## src/rtl/vxe_intr_ctrl_unit_pkg.sv

```systemverilog
// Shared constants for the CU interrupt controller: cause bit positions,
// error-cause mask and register word indices.
package vxe_intr_ctrl_unit_pkg;

    localparam int unsigned INTR_W             = 4;
    localparam int unsigned INTR_IDX_COMPLETED = 0;
    localparam int unsigned INTR_IDX_ERR_FETCH = 1;
    localparam int unsigned INTR_IDX_ERR_INSTR = 2;
    localparam int unsigned INTR_IDX_ERR_DATA  = 3;

    localparam logic [INTR_W-1:0] INTR_ERR_MASK =
        INTR_W'((1 << INTR_IDX_ERR_FETCH) | (1 << INTR_IDX_ERR_INSTR) | (1 << INTR_IDX_ERR_DATA));

    localparam logic [3:0] VXE_ICU_REG_ACT         = 4'd0;
    localparam logic [3:0] VXE_ICU_REG_MASK        = 4'd1;
    localparam logic [3:0] VXE_ICU_REG_PEND        = 4'd2;
    localparam logic [3:0] VXE_ICU_REG_FLT_ADDR_LO = 4'd3;
    localparam logic [3:0] VXE_ICU_REG_FLT_ADDR_HI = 4'd4;
    localparam logic [3:0] VXE_ICU_REG_FLT_DATA_LO = 4'd5;
    localparam logic [3:0] VXE_ICU_REG_FLT_DATA_HI = 4'd6;
    localparam logic [3:0] VXE_ICU_REG_VPU_FAULT   = 4'd7;
    localparam logic [3:0] VXE_ICU_REG_CNT         = 4'd8;
    localparam logic [3:0] VXE_ICU_REG_STATUS      = 4'd9;

    function automatic logic has_err(input logic [INTR_W-1:0] causes);
        return |(causes & INTR_ERR_MASK);
    endfunction

endpackage

```

## src/rtl/vxe_intr_flt_capture.sv

```systemverilog
// First-fault context capture: latches address/data of the first error event
// and holds it until software has cleared every error cause.
module vxe_intr_flt_capture (
    input  logic        clk,
    input  logic        nrst,
    input  logic        evt_vld,
    input  logic        evt_err,
    input  logic        act_err_nxt,
    input  logic [36:0] addr,
    input  logic [63:0] data,
    output logic        lock,
    output logic [36:0] flt_addr,
    output logic [63:0] flt_data
);

    logic        lock_q, lock_d;
    logic        capture;
    logic [36:0] addr_q;
    logic [63:0] data_q;

    // A coincident clear cannot drop the lock: the new error already shows up in act_err_nxt.
    always_comb begin
        capture = evt_vld & evt_err & ~lock_q;
        lock_d  = capture | (lock_q & act_err_nxt);
    end

    always_ff @(posedge clk or negedge nrst) begin
        if (!nrst) begin
            lock_q <= 1'b0;
            addr_q <= '0;
            data_q <= '0;
        end else begin
            lock_q <= lock_d;
            if (capture) begin
                addr_q <= addr;
                data_q <= data;
            end
        end
    end

    assign lock     = lock_q;
    assign flt_addr = addr_q;
    assign flt_data = data_q;

endmodule

```

## src/rtl/vxe_intr_ctrl_unit.sv

```systemverilog
// CU interrupt/fault receiver: sticky maskable cause status, event counter,
// first-fault context and a 32-bit register port driving a level IRQ.
module vxe_intr_ctrl_unit
    import vxe_intr_ctrl_unit_pkg::*;
#(
    parameter int unsigned VPUS_NR = 2,
    parameter int unsigned CNT_W   = 16
) (
    input  logic               clk,
    input  logic               nrst,
    input  logic               i_intr_vld,
    input  logic [3:0]         i_intr,
    input  logic [36:0]        i_last_instr_addr,
    input  logic [63:0]        i_last_instr_data,
    input  logic [VPUS_NR-1:0] i_vpu_fault,
    input  logic [3:0]         i_reg_sel,
    input  logic               i_reg_rd,
    input  logic               i_reg_wr,
    input  logic [31:0]        i_reg_wdata,
    output logic [31:0]        o_reg_rdata,
    output logic               o_reg_rvld,
    output logic               o_irq
);

    logic [3:0]         act_q, act_d;
    logic [3:0]         mask_q, mask_d;
    logic [VPUS_NR-1:0] vpu_q, vpu_d;
    logic [CNT_W-1:0]   cnt_q, cnt_d, cnt_base;
    logic               irq_q, irq_d;
    logic               rvld_q;
    logic [31:0]        rdata_q, rdata_d, rd_val;
    logic               lock;
    logic [36:0]        flt_addr;
    logic [63:0]        flt_data;
    logic               wr_act, wr_mask, wr_vpu, wr_cnt;
    logic               unused_wdata;

    assign unused_wdata = ^i_reg_wdata;

    always_comb begin
        wr_act  = i_reg_wr && (i_reg_sel == VXE_ICU_REG_ACT);
        wr_mask = i_reg_wr && (i_reg_sel == VXE_ICU_REG_MASK);
        wr_vpu  = i_reg_wr && (i_reg_sel == VXE_ICU_REG_VPU_FAULT);
        wr_cnt  = i_reg_wr && (i_reg_sel == VXE_ICU_REG_CNT);

        // Clears apply first so a same-cycle event always wins.
        act_d = act_q & ~(wr_act ? i_reg_wdata[3:0] : 4'h0);
        vpu_d = vpu_q & ~(wr_vpu ? i_reg_wdata[VPUS_NR-1:0] : {VPUS_NR{1'b0}});
        if (i_intr_vld) begin
            act_d = act_d | i_intr;
            vpu_d = vpu_d | i_vpu_fault;
        end

        mask_d = wr_mask ? i_reg_wdata[3:0] : mask_q;

        cnt_base = wr_cnt ? '0 : cnt_q;
        cnt_d    = cnt_base;
        if (i_intr_vld && (cnt_base != {CNT_W{1'b1}})) begin
            cnt_d = cnt_base + CNT_W'(1);
        end

        irq_d = |(act_d & mask_d);
    end

    always_comb begin
        rd_val = '0;
        case (i_reg_sel)
            VXE_ICU_REG_ACT:         rd_val[3:0] = act_q;
            VXE_ICU_REG_MASK:        rd_val[3:0] = mask_q;
            VXE_ICU_REG_PEND:        rd_val[3:0] = act_q & mask_q;
            VXE_ICU_REG_FLT_ADDR_LO: rd_val = flt_addr[31:0];
            VXE_ICU_REG_FLT_ADDR_HI: rd_val[4:0] = flt_addr[36:32];
            VXE_ICU_REG_FLT_DATA_LO: rd_val = flt_data[31:0];
            VXE_ICU_REG_FLT_DATA_HI: rd_val = flt_data[63:32];
            VXE_ICU_REG_VPU_FAULT:   rd_val[VPUS_NR-1:0] = vpu_q;
            VXE_ICU_REG_CNT:         rd_val[CNT_W-1:0] = cnt_q;
            VXE_ICU_REG_STATUS:      rd_val[1:0] = {irq_q, lock};
            default:                 rd_val = '0;
        endcase
        rdata_d = i_reg_rd ? rd_val : rdata_q;
    end

    always_ff @(posedge clk or negedge nrst) begin
        if (!nrst) begin
            act_q   <= '0;
            mask_q  <= '0;
            vpu_q   <= '0;
            cnt_q   <= '0;
            irq_q   <= 1'b0;
            rvld_q  <= 1'b0;
            rdata_q <= '0;
        end else begin
            act_q   <= act_d;
            mask_q  <= mask_d;
            vpu_q   <= vpu_d;
            cnt_q   <= cnt_d;
            irq_q   <= irq_d;
            rvld_q  <= i_reg_rd;
            rdata_q <= rdata_d;
        end
    end

    vxe_intr_flt_capture u_flt_capture (
        .clk         (clk),
        .nrst        (nrst),
        .evt_vld     (i_intr_vld),
        .evt_err     (has_err(i_intr)),
        .act_err_nxt (has_err(act_d)),
        .addr        (i_last_instr_addr),
        .data        (i_last_instr_data),
        .lock        (lock),
        .flt_addr    (flt_addr),
        .flt_data    (flt_data)
    );

    assign o_reg_rdata = rdata_q;
    assign o_reg_rvld  = rvld_q;
    assign o_irq       = irq_q;

endmodule

```

## config.mk

```make
export PLATFORM = sky130hd
export DESIGN_NAME = vxe_intr_ctrl_unit
export DESIGN_NICKNAME = d
export VERILOG_FILES = /design/src/rtl/vxe_intr_ctrl_unit_pkg.sv /design/src/rtl/vxe_intr_flt_capture.sv /design/src/rtl/vxe_intr_ctrl_unit.sv
export SDC_FILE = /design/constraint.sdc
export NUM_CORES = 1
export LEC_CHECK = 0
export CORE_MARGIN = 2
export CORE_UTILIZATION = 45
export CTS_CLUSTER_SIZE = 10
export DETAILED_ROUTE_END_ITERATION = 10
export PLACE_DENSITY = 0.86
export SETUP_SLACK_MARGIN = 0.5
export SYNTH_ARGS = -nofsm -noshare
export SYNTH_HDL_FRONTEND = slang
export SYNTH_SLANG_ARGS = --single-unit
```

## constraint.sdc

```tcl
create_clock -name clk -period 1.9 [get_ports clk]
set_clock_uncertainty 0.2 [all_clocks]
set_input_delay 0.57 -clock clk [delete_from_list [all_inputs] [get_ports clk]]
set_output_delay 0.57 -clock clk [all_outputs]
set_load 0.01 [all_outputs]
```

==> results_dict.tcl <==
set metrics [dict create \
    ant_nets 0 \
    vias_per_cell 5.983 \
    critPathLaunchType "input port" \
    hold_slack_ns -0.1844 \
    track_usage_pct 28.21 \
    fill_cells 972 \
    report.final.slew_viol_count 0 \
    async_flop_share_pct 100.0 \
    yosysTopAreaCell "dfrtp_1" \
    synth_flop_cell "dfrtp_1" \
    die_h_um 130.6 \
    synth.top_cell.area_share_pct 56.23 \
    postLayoutCellArea_um2 11500 \
    failed_checks "hold timing, setup timing" \
    ys_seq_area_share_pct 56.23 \
    area_growth_pct 59.58 \
    wl_mm 25.00 \
    end_kind "flip-flop" \
    power.leakage_nw 5.145 \
    rsz0062_at_grt "yes" \
    place_inst 943 \
    grt-ovfl-total 0 \
    clockRootBuffer "clkbuf_16" \
    slew_headroom_pct 67.05 \
    syn_inst 548 \
    port-buffer-count 153 \
    max_freq_mhz 438.9 \
    tightest_slew_ns 0.4942 \
    fin_ws_ns -0.3784 \
    clock_latency_ns 0.44 \
    cts.sinks 162 \
    cts_tree "yes" \
    critical_path.max_fanout 6 \
    multi_input_area_um2 3552 \
    initial_utilization_pct 45.72 \
    rrSetupSlack_ns -0.35 \
    ys.warnings.count 0 \
    vias 6306 \
    grt_pass1_wl_mm 36.00 \
    fin_crit_sh_pct 119.9 \
    syn-num-nets 697 \
    grt_max_degree 58 \
    ir_worst_vdd_mv 0.5861 \
    drv_cap 0 \
    worst_ep_arrival_time_ns 2.42 \
    antenna_found_initial 0 \
    drtPass1Iterations 6 \
    drive_gt1_share_pct 43.08 \
    synthTopCellsByArea "dfrtp_1 (56%), mux2_2 (16%), o2bb2ai_1 (3.3%), a222oi_1 (2.6%), a22o_1 (2.3%)" \
    r2r-end "cnt_q[11]" \
    finalSetupViolations 28 \
    reg2reg_from "cnt_q[2]" \
    diodes 0 \
    io_pins 182 \
    synth.avg_cell_area_um2 13.16 \
    dpl-instance-area_um2 9867 \
    synth_edf_count 0 \
    fp-row-count 46 \
    seqCellArea_um2 4055 \
    layout_commonest_cell "dfrtp_1" \
    die_w_um 130.6 \
    cts.reportedPaths.clkPinSlew_ns 0.07 \
    layout_common_cells "dfrtp_1 (161), clkdlybuf4s50_1 (108), mux2_4 (104)" \
    htreeDepth 4 \
    final_nets 974 \
    hold_class "in2async" \
    die_area_um2 17050 \
    ys_ff_latch 162 \
    synth.distinct_cells 60 \
    grt_pass1_vias 6533 \
    synth_area_um2 7209 \
    instances_no_fill 1054 \
    place_congestion 0.9024 \
    drc_errors 0 \
    cts_buffers 17 \
    drtIter0Drc 658 \
    critical_path_class "in2reg" \
    powerDensity_nw_per_um2 1125 \
    cts.path.max_buffers 2 \
    hold_violations 29 \
    status "complete, but fails checks" \
    r2r_cells 5 \
    wl_per_cell_um 23.72 \
    fin_crit_ns 2.278 \
    hpwl_mm 14.56 \
    core_um2 15770 \
    cp.required_ns 2.05 \
]
cell families after synthesis:
logic type | count (synthesis) | share of synthesized area, %
AOI/OAI and AO/OA | 123 | 14.35
and+or+nand+nor | 93 | 7.792
buffers and inverters | 46 | 2.690
DFF | 162 | 56.23
xor gates and xnor gates | 11 | 1.336
muxes | 112 | 17.42
adders and majority gates | 1 | 0.1735
metrics by stage:
| step | power (mW) | setup WS, ns | hold slack [ns] | setup TNS, ns | util, % |
|---|---|---|---|---|---|
| 5_1_grt | 13.46 | -0.4019 | -0.1654 | -5.645 | 72.95 |
| 3_5_place_dp | 8.861 | -1.098 | 0.2719 | -124.53 | 62.57 |
| 2_1_floorplan | 7.668 | -0.7930 | 0.07441 | -14.68 | - |
| 3_3_place_gp | 8.634 | -1.021 | 0.2736 | -123.40 | 62.57 |
| 4_1_cts | 12.66 | -0.1645 | -0.1686 | -1.738 | 70.21 |
| 6_report | 12.94 | -0.3784 | -0.1844 | -3.674 | 72.95 |
flip-flops by register name, indices dropped and copies added (netlist names):
name,flops
mask_q,4
u_flt_capture.flt_addr,37
u_flt_capture.flt_data,64
o_reg_rdata,32
act_q,4
o_reg_rvld,1
vpu_q,2
u_flt_capture.lock,1
cnt_q,16
o_irq,1
cell type report:
class	instances	area share [%]
tap	216	2.349
clock buffer	22	3.948
inverter	7	0.2284
multi-input combinational	340	30.88
timing repair buffer	297	26.19
clock inverter	10	1.164
sequential	162	35.25
critical path, stage by stage:
cell      delay (ns)
buf_8           0.11
nor4b_4         0.31
nand2_2         0.10
and2_4          0.19
ha_4            0.18
nand2_4         0.08
nor3_4          0.06
a211oi_2        0.35
nand4_1         0.23
mux2i_1         0.26
report_power, final:
| group | switching, mW | leakage (nW) | internal [mW] |
|---|---|---|---|
| Combinational | 1.25 | 2.88 | 2.58 |
| Clock | 1.39 | 0.284 | 2.09 |
| Sequential | 0.938 | 1.98 | 4.70 |
| Total | 3.57 | 5.14 | 9.37 |
Yosys cell counts, drive strengths merged (2+ instances only):
cell / instances
nand2b: 4
inv: 7
a221oi: 11
dfrtp: 162
o21ai: 7
xor2: 2
o211ai: 3
clkbuf: 23
buf: 16
nand3: 11
nor2: 16
o2bb2ai: 27
and3: 3
nand3b: 8
a21oi: 11
nor4b: 3
nand2: 18
a222oi: 19
mux2: 108
mux2i: 4
nand4: 7
a31o: 2
or2: 2
nor3: 4
o21a: 2
a22o: 19
a211oi: 5
and2: 5
xnor2: 9
nor2b: 3
o211a: 2
a2111o: 2
nor3b: 3
a31oi: 6
and4bb: 2
metal layers:
metal / share of wire, % / routed length (µm) / global-route usage (%) / vias up
met4: 4.3 / 1076 / 12.70 / 0
met2: 50 / 12570 / 47.55 / 393
met1: 38 / 9429 / 34.97 / 3152
met5: 0 / 0 / 0 / -
met3: 7.7 / 1926 / 6.270 / 102
li1: - / - / - / 2659
repair_timing:
item	4_1_cts	5_1_grt
cloned	7	1
setup buffers	36	35
gates resized for setup	247	38
pin swaps	27	22
endpoints found under the hold margin	29	29
setup endpoints to repair	195	195
worst max path at each step:
stage	from	endpoint	slack (ns)	cells past startpoint
final	i_reg_sel[2]	cnt_q[11]	-0.38	10
after detailed placement	i_reg_sel[1]	cnt_q[1]	-1.10	10
after global routing	i_reg_sel[2]	cnt_q[11]	-0.40	10
after floorplan	i_reg_sel[0]	cnt_q[1]	-0.79	10
after CTS	i_reg_sel[3]	cnt_q[10]	-0.16	10
after global placement	i_reg_sel[0]	cnt_q[1]	-1.02	10
Power figures use the tool's default switching activity.
